**src/rtl/tqvp_wdt_checkin_ctrl.sv**
```systemverilog
// Watchdog check-in controller: collects per-task check-ins and taps an external
// watchdog over its TinyQV bus slave once every task in TASK_MASK has reported.
module tqvp_wdt_checkin_ctrl (
    input  logic        clk,
    input  logic        rst,
    input  logic [5:0]  address,
    input  logic [31:0] data_in,
    input  logic [1:0]  data_write_n,
    input  logic [1:0]  data_read_n,
    output logic [31:0] data_out,
    output logic        data_ready,
    output logic [5:0]  wdt_address,
    output logic [31:0] wdt_data,
    output logic [1:0]  wdt_write_n,
    input  logic        wdt_timeout,
    output logic        user_interrupt
);
    localparam logic [2:0] S_IDLE    = 3'd0;
    localparam logic [2:0] S_LOAD    = 3'd1;
    localparam logic [2:0] S_START   = 3'd2;
    localparam logic [2:0] S_COLLECT = 3'd3;
    localparam logic [2:0] S_TAP     = 3'd4;
    localparam logic [2:0] S_HOLD    = 3'd5;
    localparam logic [2:0] S_DISARM  = 3'd6;
    localparam logic [2:0] S_FAULT   = 3'd7;

    logic [2:0]  state_q, state_d;
    logic        arm_q, arm_d;
    logic [7:0]  mask_q, mask_d;
    logic [15:0] holdoff_q, holdoff_d;
    logic [31:0] reload_q, reload_d;
    logic [7:0]  seen_q, seen_d;
    logic [7:0]  missed_q, missed_d;
    logic        cfg_err_q, cfg_err_d;
    logic        fault_q, fault_d;
    logic [15:0] cnt_q, cnt_d;
    logic [5:0]  beat_addr_q, beat_addr_d;
    logic [31:0] beat_data_q, beat_data_d;
    logic        beat_vld_q, beat_vld_d;
    logic [31:0] rdata_q, rdata_d;
    logic        rvld_q, rvld_d;
    logic        irq_q;

    logic        wr_en, rd_en;
    logic [31:0] wdata;
    logic        wr_ctrl, wr_checkin;
    logic [7:0]  checkin_bits;
    logic        disarm_req;

    always_comb begin
        wr_en = (data_write_n != 2'b11);
        rd_en = (data_read_n != 2'b11);
        case (data_write_n)
            2'b00:   wdata = {24'd0, data_in[7:0]};
            2'b01:   wdata = {16'd0, data_in[15:0]};
            default: wdata = data_in;
        endcase
        wr_ctrl    = wr_en && (address == 6'h00);
        wr_checkin = wr_en && (address == 6'h08);
        checkin_bits = (wr_checkin && state_q != S_IDLE && state_q != S_FAULT)
                       ? (wdata[7:0] & mask_q) : 8'h00;
        disarm_req = wr_ctrl && !wdata[0] && state_q != S_IDLE && state_q != S_DISARM;

        arm_d     = wr_ctrl ? wdata[0] : arm_q;
        mask_d    = (wr_en && address == 6'h04) ? wdata[7:0]  : mask_q;
        holdoff_d = (wr_en && address == 6'h0C) ? wdata[15:0] : holdoff_q;
        reload_d  = (wr_en && address == 6'h10) ? wdata       : reload_q;

        state_d   = state_q;
        seen_d    = seen_q | checkin_bits;
        cnt_d     = cnt_q;
        missed_d  = missed_q;
        fault_d   = fault_q;
        cfg_err_d = wr_ctrl ? 1'b0 : cfg_err_q;

        case (state_q)
            S_IDLE: begin
                if (wr_ctrl && wdata[0]) begin
                    if (reload_q != 32'd0) state_d = S_LOAD;
                    else                   cfg_err_d = 1'b1;
                end
            end
            S_LOAD:  state_d = S_START;
            S_START: state_d = S_COLLECT;
            S_COLLECT: begin
                if (wdt_timeout) begin
                    state_d  = S_FAULT;
                    missed_d = mask_q & ~seen_q;
                    fault_d  = 1'b1;
                end else if (mask_q != 8'h00 && (seen_q & mask_q) == mask_q) begin
                    state_d = S_TAP;
                end
            end
            S_TAP: begin
                // Check-ins landing on the tap cycle belong to the next round.
                seen_d  = checkin_bits;
                cnt_d   = holdoff_q;
                state_d = S_HOLD;
            end
            S_HOLD: begin
                if (wdt_timeout) begin
                    state_d  = S_FAULT;
                    missed_d = mask_q & ~seen_q;
                    fault_d  = 1'b1;
                end else if (cnt_q == 16'd0) begin
                    state_d = S_COLLECT;
                end else begin
                    cnt_d = cnt_q - 16'd1;
                end
            end
            S_DISARM: begin
                seen_d   = 8'h00;
                fault_d  = 1'b0;
                missed_d = 8'h00;
                state_d  = S_IDLE;
            end
            default: ;
        endcase

        // Beats are tied to state; a beat already on the bus this cycle completes first.
        if (disarm_req) state_d = S_DISARM;

        beat_vld_d  = 1'b1;
        beat_addr_d = 6'h00;
        beat_data_d = 32'd0;
        case (state_d)
            S_LOAD:   begin beat_addr_d = 6'h08; beat_data_d = reload_q; end
            S_START:  beat_addr_d = 6'h04;
            S_TAP:    begin beat_addr_d = 6'h0C; beat_data_d = 32'h0000_ABCD; end
            S_DISARM: ;
            default:  beat_vld_d = 1'b0;
        endcase

        rvld_d  = rd_en;
        rdata_d = 32'd0;
        if (rd_en) begin
            case (address)
                6'h00: rdata_d = {31'd0, arm_q};
                6'h04: rdata_d = {24'd0, mask_q};
                6'h0C: rdata_d = {16'd0, holdoff_q};
                6'h10: rdata_d = reload_q;
                6'h14: rdata_d = {16'd0, missed_q, cfg_err_q, fault_q, state_q, 3'd0};
                6'h18: rdata_d = {24'd0, seen_q};
                default: rdata_d = 32'd0;
            endcase
        end
    end

    always_ff @(posedge clk) begin
        if (rst) begin
            state_q     <= S_IDLE;
            arm_q       <= 1'b0;
            mask_q      <= 8'h00;
            holdoff_q   <= 16'd0;
            reload_q    <= 32'd0;
            seen_q      <= 8'h00;
            missed_q    <= 8'h00;
            cfg_err_q   <= 1'b0;
            fault_q     <= 1'b0;
            cnt_q       <= 16'd0;
            beat_vld_q  <= 1'b0;
            beat_addr_q <= 6'h00;
            beat_data_q <= 32'd0;
            rvld_q      <= 1'b0;
            rdata_q     <= 32'd0;
            irq_q       <= 1'b0;
        end else begin
            state_q     <= state_d;
            arm_q       <= arm_d;
            mask_q      <= mask_d;
            holdoff_q   <= holdoff_d;
            reload_q    <= reload_d;
            seen_q      <= seen_d;
            missed_q    <= missed_d;
            cfg_err_q   <= cfg_err_d;
            fault_q     <= fault_d;
            cnt_q       <= cnt_d;
            beat_vld_q  <= beat_vld_d;
            beat_addr_q <= beat_addr_d;
            beat_data_q <= beat_data_d;
            rvld_q      <= rvld_d;
            rdata_q     <= rdata_d;
            irq_q       <= fault_d;
        end
    end

    assign wdt_write_n    = beat_vld_q ? 2'b10 : 2'b11;
    assign wdt_address    = beat_addr_q;
    assign wdt_data       = beat_data_q;
    assign data_out       = rdata_q;
    assign data_ready     = rvld_q;
    assign user_interrupt = irq_q;
endmodule
```
**config.mk**
```make
export PLATFORM = sky130hd
export DESIGN_NAME = tqvp_wdt_checkin_ctrl
export DESIGN_NICKNAME = d
export VERILOG_FILES = /design/src/rtl/tqvp_wdt_checkin_ctrl.sv
export SDC_FILE = /design/constraint.sdc
export NUM_CORES = 1
export LEC_CHECK = 0
export CELL_PAD_IN_SITES_DETAIL_PLACEMENT = 0
export CELL_PAD_IN_SITES_GLOBAL_PLACEMENT = 1
export CORE_AREA = 2 2 179 111
export CTS_CLUSTER_DIAMETER = 30
export CTS_CLUSTER_SIZE = 30
export DETAILED_ROUTE_END_ITERATION = 6
export DIE_AREA = 0 0 181 113
export GPL_TIMING_DRIVEN = 0
export HOLD_SLACK_MARGIN = 0.08
export PLACE_DENSITY = 0.7
export SYNTH_ARGS = -nofsm -noshare
export SYNTH_HDL_FRONTEND = slang
export SYNTH_SLANG_ARGS = --single-unit
```
**constraint.sdc**
```tcl
create_clock -name clk -period 2.55 [get_ports clk]
set_clock_uncertainty 0.15 [all_clocks]
set_input_delay 0.51 -clock clk [delete_from_list [all_inputs] [get_ports clk]]
set_output_delay 0.51 -clock clk [all_outputs]
set_load 0.05 [all_outputs]
```
; Word level (Yosys, flattened, before mapping)
; Index checks and enable logic that the tools add are counted.
[word_totals]
n_memories = 0
mem_bits_rw = 0
input_bits = 45
rom_bits = 0
reg_bits = 166
latch_bits = 0
[classes]
shifts = 0
bitwise_logic = 6
multipliers = 0
muxes = 27
magnitude_cmp = 0
n_reduce_logical = 27
eq_ne = 25
div = 0
n_addsub = 1
[ops]
columns = cell, count
row1 = $pmux W32 S6, 1
row2 = $pmux W32 S2, 2
row3 = $mux W16, 2
row4 = $pmux W16 S2, 1
row5 = $pmux W8 S2, 2
row6 = $reduce_bool A32 Y1, 1
row7 = $and A8 B8 Y8, 3
row8 = $mux W3, 7
row9 = $pmux W3 S7, 1
row10 = $eq A6 B5 Y1 const B, 3
row11 = $logic_not A16 Y1, 1
row12 = $mux W8, 2
row13 = $sub A16 B1 Y16 const B, 1
row14 = $eq A3 B3 Y1 const B, 5
row15 = $eq A6 B4 Y1 const B, 2
row16 = $logic_and A1 B1 Y1, 12
row17 = $pmux W4 S3, 1
row18 = $eq A3 B2 Y1 const B, 3
row19 = $eq A8 B8 Y1, 1
row20 = $ne A2 B2 Y1 const B, 4
row21 = $not A8 Y8, 1
row22 = $or A8 B8 Y8, 1
row23 = $reduce_bool A8 Y1, 1
row24 = $mux W1, 7
row25 = 17 further kinds, 21

; Logic depth before layout (Yosys ltp)
[logic_depth]
depth_word = 10
depth_mapped = 9

; Worst setup path after synthesis
; OpenSTA, ideal clock, no wires.
[synth_path]
kind = in2reg
start = input port address[2]
end = register beat_data_q[0], in the netlist wdt_data[0]
slack_ns = 0.173
arrival_time_ns = 2.170
path_buffers = 2
cell_stages = 7
setup_ns = 0.057
cell_sequence = buf_2 -> or4_4 -> a2111oi_4 -> a221oi_2 -> a2111oi_4 -> buf_6 -> a21o_1
[synth_between]
elab_chain_cells = 8
elab_cells_between_ends = 12
[synth_lines]
columns = item, line
row1 = from (decl), 6  ; input logic [5:0] address,
row2 = $logic_not A6 Y1 (*), 58  ; wr_ctrl = wr_en && (address == 6'h00);
row3 = $logic_and A1 B1 Y1 (*), 58
row4 = "$logic_and A1 B1 Y1, on equally long branches", "78, 62"
row5 = $mux W3 or $logic_and A1 B1 Y1 (tied branches), "78, 62"
row6 = $pmux W3 S7 or $logic_and A1 B1 Y1 (tied branches), "76, 62"
row7 = $mux W3 (*), 121  ; if (disarm_req) state_d = S_DISARM;
row8 = $eq A3 B3 Y1 or $eq A3 B1 Y1 (tied branches), 126  ; case (state_d)
row9 = $pmux W32 S2 (*), 126
row10 = to (signal assigned), 180  ; beat_data_q <= beat_data_d;
row11 = to (decl), 38  ; logic [31:0] beat_data_q, beat_data_d;
; Mark *: on every way between the ends. The rest lies on a longest branch, timed or not.
; A chain may end at the register's enable or synchronous reset.

; Final worst setup path
[layout_path]
start = input port address[5]
end = register beat_data_q[11], in the netlist wdt_data[11]
; Same word-level chain as after synthesis.

==> run metrics <==
Peak VDD IR=367 uV; Final min period=2.61 ns; Die Area=0.0205 mm2; Tcrit/Tclk final=102%; routability cong.=0.918; drt first pass iters=5; vias post-DR=6,293; I/O pin total=119; Fmax achieved=383 MHz; vias in the first global route=5,787; register area share after synthesis=50.4%; gr ovfl total=0; Rows=39; Min-Delay Endpoint=arm_q$_SDFFE_PP0N_; Power Density=602 mW/mm2; Post-Syn Instances=739; core box area=0.0187 mm2; Inserted Clock Buffers=17; Die Ht=113 um; critical path data required time=2.73 ns; Critical Path AT=2.78 ns; Yosys top cell by area=dfxtp_1; # DRC=0; dpl ws=-0.985 ns; CTS Root Cell=clkbuf_16; remaining antenna violation count=0; Worst setup SP type=primary input; Hold Path Class=register to register; Slew @ Worst Pin=0.775 ns; global-route wire length before repair=34.2 mm; Syn Area/Cell=8.71 um2; clock latency on the worst-skew pair=0.43 ns; number of synthesized register bits=162; CP peak stage delay=0.53 ns; GRT Total Usage=22.3%; CTS max path bufs=2; Port Buffer Count=111; status=finished with violations; Critical path buffers and inverters=4; Synth cell types=57; Final WS setup=-0.0577 ns; CP Cell Sequence=clkdlybuf4s50_1 > a211o_1 > a2111oi_4 > buf_4 > a2111o_1 > a2111oi_4 > buf_4 > buf_6 > a21o_1; largest net degree at the start of global routing=17; worst hold stages=2; commonest register cell after synthesis=dfxtp_1; FF-to-FF End=wdt_data[11]$_SDFF_PP0_; Worst Min Path Start=arm_q$_SDFFE_PP0N_; reg-to-reg setup timing slack=-0.05 ns; initial antenna violation count=0; slew margin rel.=48.3%; Avg Vias per Cell=5.49; antenna cells=0; final net count=933; failing checks=negative setup slack; R2R depth=10; placed cell area=0.00787 mm2; cell family with most CP delay=compound AO/OA/AOI/OAI gates; area share of the largest cell type after synthesis=50.4%; Routed WL=23.0 mm; CP Capture Type=register; ranking of synthesized cells by area=dfxtp_1 (50%), nand2_1 (6.6%), a21oi_1 (6.6%); effective utilization at floorplan=34.4%; Hold Vio Cnt, Final=0; clock sink count=162; layout cells sized above 1=11.0%; Max-Cap Viols=0; routed wire length per instance=20.0 um; Pins Over Slew Limit=0; Post-synth top cells=dfxtp_1 (162), nand2_1 (114), a21oi_1 (85); YS warnings=0; Final Util=46.4%; worst r2r src=cnt_q[0]$_SDFFE_PP0P_; fin area=0.00870 mm2; H-tree levels=4; DP Wirelength=17.2 mm; Post-synth EDFFs=0; critical path's slowest cell=clkdlybuf4s50_1; critical path peak fanout=6; Worst Setup Path Type=primary input to register; RSZ-0062 raised after global routing=true; cell area after synthesis=0.00644 mm2; area grow syn2layout=35.1%; die width=181 um; Power, Total=5230 uW; Cell Count, Final, Fillers Out=1,146; CTS tree=done; Placed Cells=1,099; async set or reset register ratio after synthesis=0%; leakage=0.00321 uW; Initial DRC Count=649; clock-pin slew on the worst setup and hold paths=0.07 ns; most instantiated library cell after synthesis=dfxtp_1; Setup Viol. Count Final=10
cell families after synthesis:
group,synth area share (%)
other,0.117
AOI/OAI and AO/OA,19.5
muxes,1.24
buffers and inverters,3.81
and+or+nand+nor,24.5
xor gates and xnor gates,0.272
adders and majority gates,0.194
DFF,50.4
power by group:
group	internal, uW	switching [uW]
logic	92.4	149
registers	2530	5.44
clock network	1280	1180
state kept, by name, indices dropped and copies added (netlist names):
name	flops
beat_vld_q	1
holdoff_q	16
missed_q	8
user_interrupt	1
mask_q	8
cnt_q	16
data_out	32
cfg_err_q	1
wdt_data	32
reload_q	32
seen_q	8
data_ready	1
arm_q	1
state_q	3
wdt_address	2
worst max path at each step:
stage / cells after the start / endpoint / start / slack, ns
after CTS: 10 / wdt_data[11]$_SDFF_PP0_ / cnt_q[0]$_SDFFE_PP0P_ / -0.01
after detailed placement: 8 / wdt_data[23]$_SDFF_PP0_ / data_write_n[0] / -0.99
after global routing: 10 / wdt_data[15]$_SDFF_PP0_ / cnt_q[0]$_SDFFE_PP0P_ / -0.12
final: 9 / wdt_data[11]$_SDFF_PP0_ / address[5] / -0.06
after floorplan: 7 / wdt_data[0]$_SDFF_PP0_ / address[2] / 0.17
after global placement: 8 / wdt_data[21]$_SDFF_PP0_ / data_write_n[0] / -0.99
area by class of cell:
class	count	area [um2]
Clock inverter	15	125
Tap cell	246	308
Timing Repair Buffer	127	1230
Buffer	51	249
Inverter	4	17.5
Sequential cell	162	3240
Multi-Input combinational cell	524	3100
Clock buffer	17	425
Fill cell	1819	10000
through the flow:
stage                     TNS [ns]  hold slack (ns)
final                       -0.404            0.312
after CTS                  -0.0302            0.310
after global routing         -1.09            0.332
after global placement      -77.13            0.297
after detailed placement    -82.23            0.301
after floorplan                  0            0.286
tightest hold or removal path, stage by stage, from the launching register on:
cell and delay, ns:
dfxtp_1 0.31, nand2_1 0.05, a21oi_1 0.05
per-layer routing:
| layer | global-route usage (%) | wire length (um) | vias to the layer above |
|---|---|---|---|
| met3 | 5.50 | 1950 | 32 |
| met5 | 0 | 0 | - |
| met2 | 27.9 | 8650 | 308 |
| met4 | 6.72 | 340 | 0 |
| met1 | 36.1 | 12000 | 3028 |
| li1 | - | - | 2925 |
cell usage in the layout (no fill, tap or decap), drive strengths merged, types with 17 or more instances in the layout:
cell | netlist | layout
a21oi | 85 | 85
and3 | 17 | 17
nand3 | 41 | 41
a22oi | 34 | 34
nor2 | 57 | 57
nand2 | 114 | 114
o21ai | 22 | 22
and2 | 25 | 25
clkdlybuf4s50 | 0 | 105
dfxtp | 162 | 162
buf | 14 | 29
clkbuf | 38 | 55
timing repair:
item,in CTS,in global routing
buffers inserted,12,4
cloned,1,0
setup endpoints to repair,119,74
gates resized for setup,31,19
hold buffers,0,0
pin swaps,7,4
Power figures use the tool's default switching activity.
